File: config.mk
export PLATFORM = sky130hd
export DESIGN_NAME = trng_entropy_sampler
export DESIGN_NICKNAME = d
export VERILOG_FILES = /design/src/rtl/trng_pkg.sv /design/src/rtl/sync_2ff.sv /design/src/rtl/trng_vn_debias.sv /design/src/rtl/trng_entropy_sampler.sv
export SDC_FILE = /design/constraint.sdc
export NUM_CORES = 1
export LEC_CHECK = 0
export ABC_AREA = 0
export ABC_CLOCK_PERIOD_IN_PS = 4500
export CAP_MARGIN = 25
export CORE_MARGIN = 1.5
export CORE_UTILIZATION = 50
export DETAILED_ROUTE_END_ITERATION = 8
export GPL_TIMING_DRIVEN = 0
export PLACE_DENSITY = 0.74
export SLEW_MARGIN = 10
export SYNTH_ARGS = -nofsm -noshare
export SYNTH_HDL_FRONTEND = slang
export SYNTH_SLANG_ARGS = --single-unit
File: constraint.sdc
create_clock -name clk -period 4.5 [get_ports clk]
set_input_delay 0.9 -clock clk [delete_from_list [all_inputs] [get_ports clk]]
set_output_delay 0.9 -clock clk [all_outputs]
set_load 0.005 [all_outputs]
File: src/rtl/trng_pkg.sv
// Shared defaults and types for the TRNG entropy sampler.
// No logic here; latency and backpressure are defined by the modules that import it.
package trng_pkg;

  localparam int TRNG_WORD_W     = 32;
  localparam int TRNG_SAMPLE_DIV = 16;
  localparam int TRNG_REP_LIMIT  = 32;

  typedef enum logic {
    VN_FIRST  = 1'b0,
    VN_SECOND = 1'b1
  } vn_state_e;

endpackage

File: src/rtl/sync_2ff.sv
// Two-flop synchroniser for a single asynchronous bit.
// Latency: 2 clk edges; no backpressure.
module sync_2ff (
  input  logic clk,
  input  logic reset_n,
  input  logic d,
  output logic q
);

  logic meta;

  always_ff @(posedge clk or negedge reset_n) begin
    if (!reset_n) begin
      meta <= 1'b0;
      q    <= 1'b0;
    end else begin
      meta <= d;
      q    <= meta;
    end
  end

endmodule

File: src/rtl/trng_vn_debias.sv
// Von Neumann pair debiaser (01 -> 0, 10 -> 1, 00/11 dropped); passes raw bits when en=0.
// Latency: acceptance is combinational on the strobe of the second bit of a pair; no backpressure.
module trng_vn_debias
  import trng_pkg::*;
(
  input  logic clk,
  input  logic reset_n,
  input  logic clr,
  input  logic en,
  input  logic strobe,
  input  logic samp_bit,
  output logic acc_valid,
  output logic acc_bit
);

  vn_state_e state;
  logic      first_bit;

  always_ff @(posedge clk or negedge reset_n) begin
    if (!reset_n) begin
      state     <= VN_FIRST;
      first_bit <= 1'b0;
    end else if (clr || !en) begin
      state <= VN_FIRST;
    end else if (strobe) begin
      if (state == VN_FIRST) begin
        first_bit <= samp_bit;
        state     <= VN_SECOND;
      end else begin
        state <= VN_FIRST;
      end
    end
  end

  // The first bit of an unequal pair is exactly the accepted value.
  assign acc_valid = en ? (strobe && !clr && (state == VN_SECOND) && (first_bit != samp_bit))
                        : strobe;
  assign acc_bit   = en ? first_bit : samp_bit;

endmodule

File: src/rtl/trng_entropy_sampler.sv
// Samples a synchronised ring-oscillator bit, health-tests it, optionally debiases, packs WIDTH-bit words.
// Latency: word valid one edge after its last bit; ready_i low holds data_o, a full pipeline drops bits and flags overflow.
module trng_entropy_sampler
  import trng_pkg::*;
#(
  parameter int WIDTH      = TRNG_WORD_W,
  parameter int SAMPLE_DIV = TRNG_SAMPLE_DIV,
  parameter int REP_LIMIT  = TRNG_REP_LIMIT
) (
  input  logic             clk,
  input  logic             reset_n,
  input  logic             enable_i,
  input  logic             debias_en_i,
  input  logic             entropy_i,
  output logic [WIDTH-1:0] data_o,
  output logic             valid_o,
  input  logic             ready_i,
  output logic             health_fail_o,
  input  logic             health_clr_i,
  output logic             overflow_o
);

  localparam int CNT_W  = (SAMPLE_DIV > 1) ? $clog2(SAMPLE_DIV) : 1;
  localparam int BCNT_W = $clog2(WIDTH + 1);
  localparam int RUN_W  = $clog2(REP_LIMIT + 1);

  localparam logic [CNT_W-1:0]  DIV_LAST  = CNT_W'(SAMPLE_DIV - 1);
  localparam logic [BCNT_W-1:0] BITS_FULL = BCNT_W'(WIDTH);
  localparam logic [RUN_W-1:0]  RUN_MAX   = RUN_W'(REP_LIMIT);

  logic              s;
  logic [CNT_W-1:0]  div_cnt;
  logic              strobe;
  logic [RUN_W-1:0]  run;
  logic              prev_s;
  logic              debias_q;
  logic              vn_clr;
  logic              acc_valid;
  logic              acc_bit;
  logic [WIDTH-1:0]  acc;
  logic [BCNT_W-1:0] bit_cnt;
  logic              full;
  logic              out_free;
  logic              xfer;

  sync_2ff u_sync (
    .clk     (clk),
    .reset_n (reset_n),
    .d       (entropy_i),
    .q       (s)
  );

  assign strobe = enable_i && (div_cnt == DIV_LAST);

  always_ff @(posedge clk or negedge reset_n) begin
    if (!reset_n) begin
      div_cnt <= '0;
    end else if (!enable_i || strobe) begin
      div_cnt <= '0;
    end else begin
      div_cnt <= div_cnt + 1'b1;
    end
  end

  // A zero run means no previous sample since enable, so the first strobe starts a fresh run.
  always_ff @(posedge clk or negedge reset_n) begin
    if (!reset_n) begin
      run           <= '0;
      prev_s        <= 1'b0;
      health_fail_o <= 1'b0;
    end else begin
      if (!enable_i) begin
        run <= '0;
      end else if (strobe) begin
        prev_s <= s;
        if ((run != '0) && (s == prev_s)) begin
          if (run != RUN_MAX) run <= run + 1'b1;
        end else begin
          run <= RUN_W'(1);
        end
      end
      health_fail_o <= (run == RUN_MAX) || (health_fail_o && !health_clr_i);
    end
  end

  always_ff @(posedge clk or negedge reset_n) begin
    if (!reset_n) debias_q <= 1'b0;
    else          debias_q <= debias_en_i;
  end

  assign vn_clr = !enable_i || (debias_en_i != debias_q);

  trng_vn_debias u_vn (
    .clk       (clk),
    .reset_n   (reset_n),
    .clr       (vn_clr),
    .en        (debias_en_i),
    .strobe    (strobe),
    .samp_bit  (s),
    .acc_valid (acc_valid),
    .acc_bit   (acc_bit)
  );

  assign full     = (bit_cnt == BITS_FULL);
  assign out_free = !valid_o || ready_i;
  assign xfer     = full && out_free;

  // A bit arriving on the transfer cycle starts the next word instead of being dropped.
  always_ff @(posedge clk or negedge reset_n) begin
    if (!reset_n) begin
      acc        <= '0;
      bit_cnt    <= '0;
      data_o     <= '0;
      valid_o    <= 1'b0;
      overflow_o <= 1'b0;
    end else begin
      if (xfer) begin
        data_o  <= acc;
        valid_o <= 1'b1;
      end else if (ready_i) begin
        valid_o <= 1'b0;
      end

      if (!enable_i) begin
        bit_cnt <= '0;
      end else if (xfer) begin
        bit_cnt <= BCNT_W'(acc_valid);
      end else if (acc_valid && !full) begin
        bit_cnt <= bit_cnt + 1'b1;
      end

      if (acc_valid && (!full || xfer)) begin
        acc <= {acc[WIDTH-2:0], acc_bit};
      end

      overflow_o <= (acc_valid && full && !out_free) || (overflow_o && !health_clr_i);
    end
  end

endmodule

==> flow_metrics.py <==
metrics = {
    "outcome": {
        "outcome": "finished, final reports clean",
    },
    "pwr": {
        "p_seq_share_pct": 57.4,
        "p_int_mw": 1.10,
        "p_clk_share_pct": 39.9,
        "pwr_density_cell_nw_per_um2": 315,
        "leakage_nw": 2.20,
        "combPwrFrac_pct": 2.7,
        "swShare_pct": 21.4,
        "ir_drop_uv": 184,
        "power.switching_mw": 0.301,
    },
    "timing": {
        "rsz0062_at_grt": "false",
        "fmax_ghz": 0.385,
        "fin_skew_ps": 6.17,
        "post-route-min-period_ps": 2600,
        "tightest_slew_ps": 726,
        "drv_slew": 0,
        "hold_viol": 0,
        "fin_crit_sh_pct": 57.7,
        "setup-tns-final_ps": 0,
        "setup_violations": 0,
        "hold_ws_ps": 368,
        "relSlewSlack_pct": 50.9,
    },
    "clock_network": {
        "clk_pin_slew_worst_paths_ps": 80,
        "clkSinkCount": 89,
        "cts_resized": 0,
        "postCtsSetupBuffers": 0,
        "cts_hold_buf": 0,
        "clock_latency_ps": 360,
        "cts_root_buf": "clkbuf_8",
        "clock_path_buffers": 2,
        "cts_buffers": 9,
        "cts_tree": "built",
        "htreeDepth": 3,
    },
    "global_routing": {
        "antenna_found_initial": 0,
        "gr-usage-all-layers_pct": 17.4,
        "grt_pass1_wl_microns": 10200,
        "grt_max_degree": 56,
        "grt_pass1_vias": 2174,
        "grt-ovfl-total": 0,
    },
    "run": {
        "max_cap_violations": 0,
    },
    "synth": {
        "synth_cells": 258,
        "yosysTopAreaCellShare_pct": 60.4,
        "async_reset_ff_share_pct": 100,
        "synth_cell_types": 36,
        "synth_most_common_cell": "dfrtp_1",
        "synth-seq-cells": 89,
        "syn_nets": 270,
        "yosys-top-cells-area": "dfrtp_1 (60%), mux2_2 (20%), ha_1 (1.7%)",
        "syn_area_sq_um": 3690,
        "ys_warn_count": 0,
        "synth_edf_count": 0,
        "yosys_most_used_dff": "dfrtp_1",
        "synth_seq_area_share_pct": 60.4,
        "synth.largest_area_cell": "dfrtp_1",
        "synthTopCellsByCount": "dfrtp_1 (89), mux2_2 (66), nand2_1 (12)",
        "avgSynthCellArea_sq_um": 14.3,
    },
    "setup_path": {
        "path_delay_family": "buffers and inverters",
        "worstPathCellList": "clkdlybuf4s50_1 > a21boi_0 > a211oi_4 > o21ai_4 > buf_6 > mux2_2",
        "worstPathRequired_ps": 4750,
        "r2r_start": "bit_cnt[0]$_DFFE_PN0P_",
        "crit_slowest_cell": "clkdlybuf4s50_1",
        "critPathKind": "in2reg",
        "r2r-end": "acc[29]$_DFFE_PN0P_",
        "critPathArrivalTime_ps": 2840,
        "crit_path_max_fanout": 10,
        "cp-start-kind": "input pin",
        "worstSetupEndpointType": "flop",
        "reg2reg_depth": 7,
        "rrSetupSlack_ps": 2350,
        "slowest_delay_ps": 640,
        "crit_buf_inv": 2,
    },
    "routing": {
        "routed_via_density": 5.26,
        "drt_first_pass_iters": 4,
        "drc": 0,
        "ant_nets": 0,
        "first_iter_violations": 66,
        "finalWirelength_microns": 6080,
        "vias": 2181,
        "wl_per_cell_microns": 14.6,
    },
    "floorplan": {
        "start_util_pct": 51.1,
        "ios": 42,
        "die-width_microns": 88.9,
        "chipHeight_microns": 88.9,
        "dieArea_sq_um": 7900,
        "coreArea_sq_um": 7210,
        "std_cell_rows": 31,
    },
    "placement": {
        "place.gp.congestion": 0.786,
        "portBuffers": 41,
        "dp_cells": 399,
        "dp_hpwl_microns": 4070,
    },
    "cells_and_area": {
        "multiInputGateArea_sq_um": 1370,
        "final_cell_count_no_fill": 415,
        "nFillCells": 583,
        "nets": 323,
        "areaGrowthSynthToFinish_pct": 20.5,
        "diodes": 0,
        "seqCellArea_sq_um": 2230,
        "drive_gt1_share_pct": 31.0,
        "utilization_pct": 61.7,
    },
    "hold_path": {
        "hp-start": "u_sync.meta$_DFF_PN0_",
        "hold_path_end": "u_sync.q$_DFF_PN0_",
        "hp-class": "reg2reg",
        "hold_depth": 0,
    },
}
-- kinds of logic (layout without fill, tap and decap cells) --
family	after synthesis	after routing	share of synthesized area, %
fa+ha+maj	5	5	1.70
simple gates	51	51	7.39
xor+xnor	7	7	1.87
buf+inv	16	74	2.54
compound gates	19	19	4.37
mux	71	71	21.8
flops	89	89	60.4
-- how the worst max path moves through the flow --
stage / cells past startpoint / startpoint / to
6_report: 6 / debias_en_i / acc[29]$_DFFE_PN0P_
5_1_grt: 6 / debias_en_i / acc[25]$_DFFE_PN0P_
4_1_cts: 6 / debias_en_i / acc[27]$_DFFE_PN0P_
3_5_place_dp: 6 / debias_en_i / acc[18]$_DFFE_PN0P_
3_3_place_gp: 1 / reset_n / acc[16]$_DFFE_PN0P_
2_1_floorplan: 5 / debias_en_i / acc[22]$_DFFE_PN0P_
-- flip-flops by register name (all words and copies together), names as in the netlist, 4 cells and up --
| name | cells |
|---|---|
| acc | 32 |
| bit_cnt | 6 |
| data_o | 32 |
| div_cnt | 4 |
| run | 6 |
-- worst reg2reg max path, cell delays in order, from the launching register on --
cell and delay (ps):
dfrtp_1 420, inv_1 100, ha_1 160, nor4b_2 260, nand2_1 260, o21ai_4 300
buf_6 200, mux2_2 340
-- power by group through the flow --
stage                     clock (mW)  combinational, mW  sequential, mW
after floorplan                    0             0.0125           0.821
after global placement             0             0.0374           0.821
after detailed placement           0             0.0398           0.821
after CTS                      0.579             0.0399           0.805
after global routing           0.604             0.0440           0.806
final                          0.560             0.0384           0.805
-- cell usage in the layout, fill, tap and decap left out, types with 2 or more instances in the layout --
| cell type | n |
|---|---|
| buf_2 | 3 |
| clkbuf_8 | 11 |
| nor3_1 | 2 |
| inv_1 | 6 |
| nand2b_1 | 3 |
| nor2b_1 | 2 |
| nand3_1 | 8 |
| nand3b_1 | 2 |
| ha_1 | 5 |
| mux2_2 | 66 |
| buf_6 | 4 |
| a21boi_0 | 2 |
| mux2_4 | 2 |
| nand2_1 | 12 |
| xnor2_1 | 3 |
| dfrtp_1 | 89 |
| o21ai_0 | 4 |
| xor2_1 | 3 |
| clkbuf_1 | 4 |
| nor2_1 | 7 |
| a21oi_1 | 3 |
| a22o_1 | 2 |
| mux2i_1 | 3 |
| and3_1 | 8 |
| clkdlybuf4s50_1 | 40 |
| nand4_1 | 4 |
-- metal layers --
layer,vias to the layer above,global-route usage (%),part of all wire (%)
li1,1015,-,-
met1,1116,22.5,47
met2,41,27.3,47
met3,9,5.17,3.7
met4,0,7.95,2.1
met5,-,0,0
-- metrics by stage --
stage / area (sq um) / setup slack (ps) / power, mW
6_report: 4450 / 1900 / 1.40
5_1_grt: 4450 / 1810 / 1.45
4_1_cts: 4450 / 1910 / 1.42
3_5_place_dp: 4240 / 1530 / 0.861
3_3_place_gp: 4220 / -696 / 0.859
2_1_floorplan: 3690 / 2360 / 0.833
-- final cells by class --
class,instances,area share [%]
clock buffers,12,3.49
plain buffers,10,1.60
flip-flops and latches,89,50.1
well taps,99,2.78
inverters,6,0.506
clock inverters,4,1.15
multi-input cells,153,30.8
repair buffers,42,9.62
(Power assumes the default switching activity.)
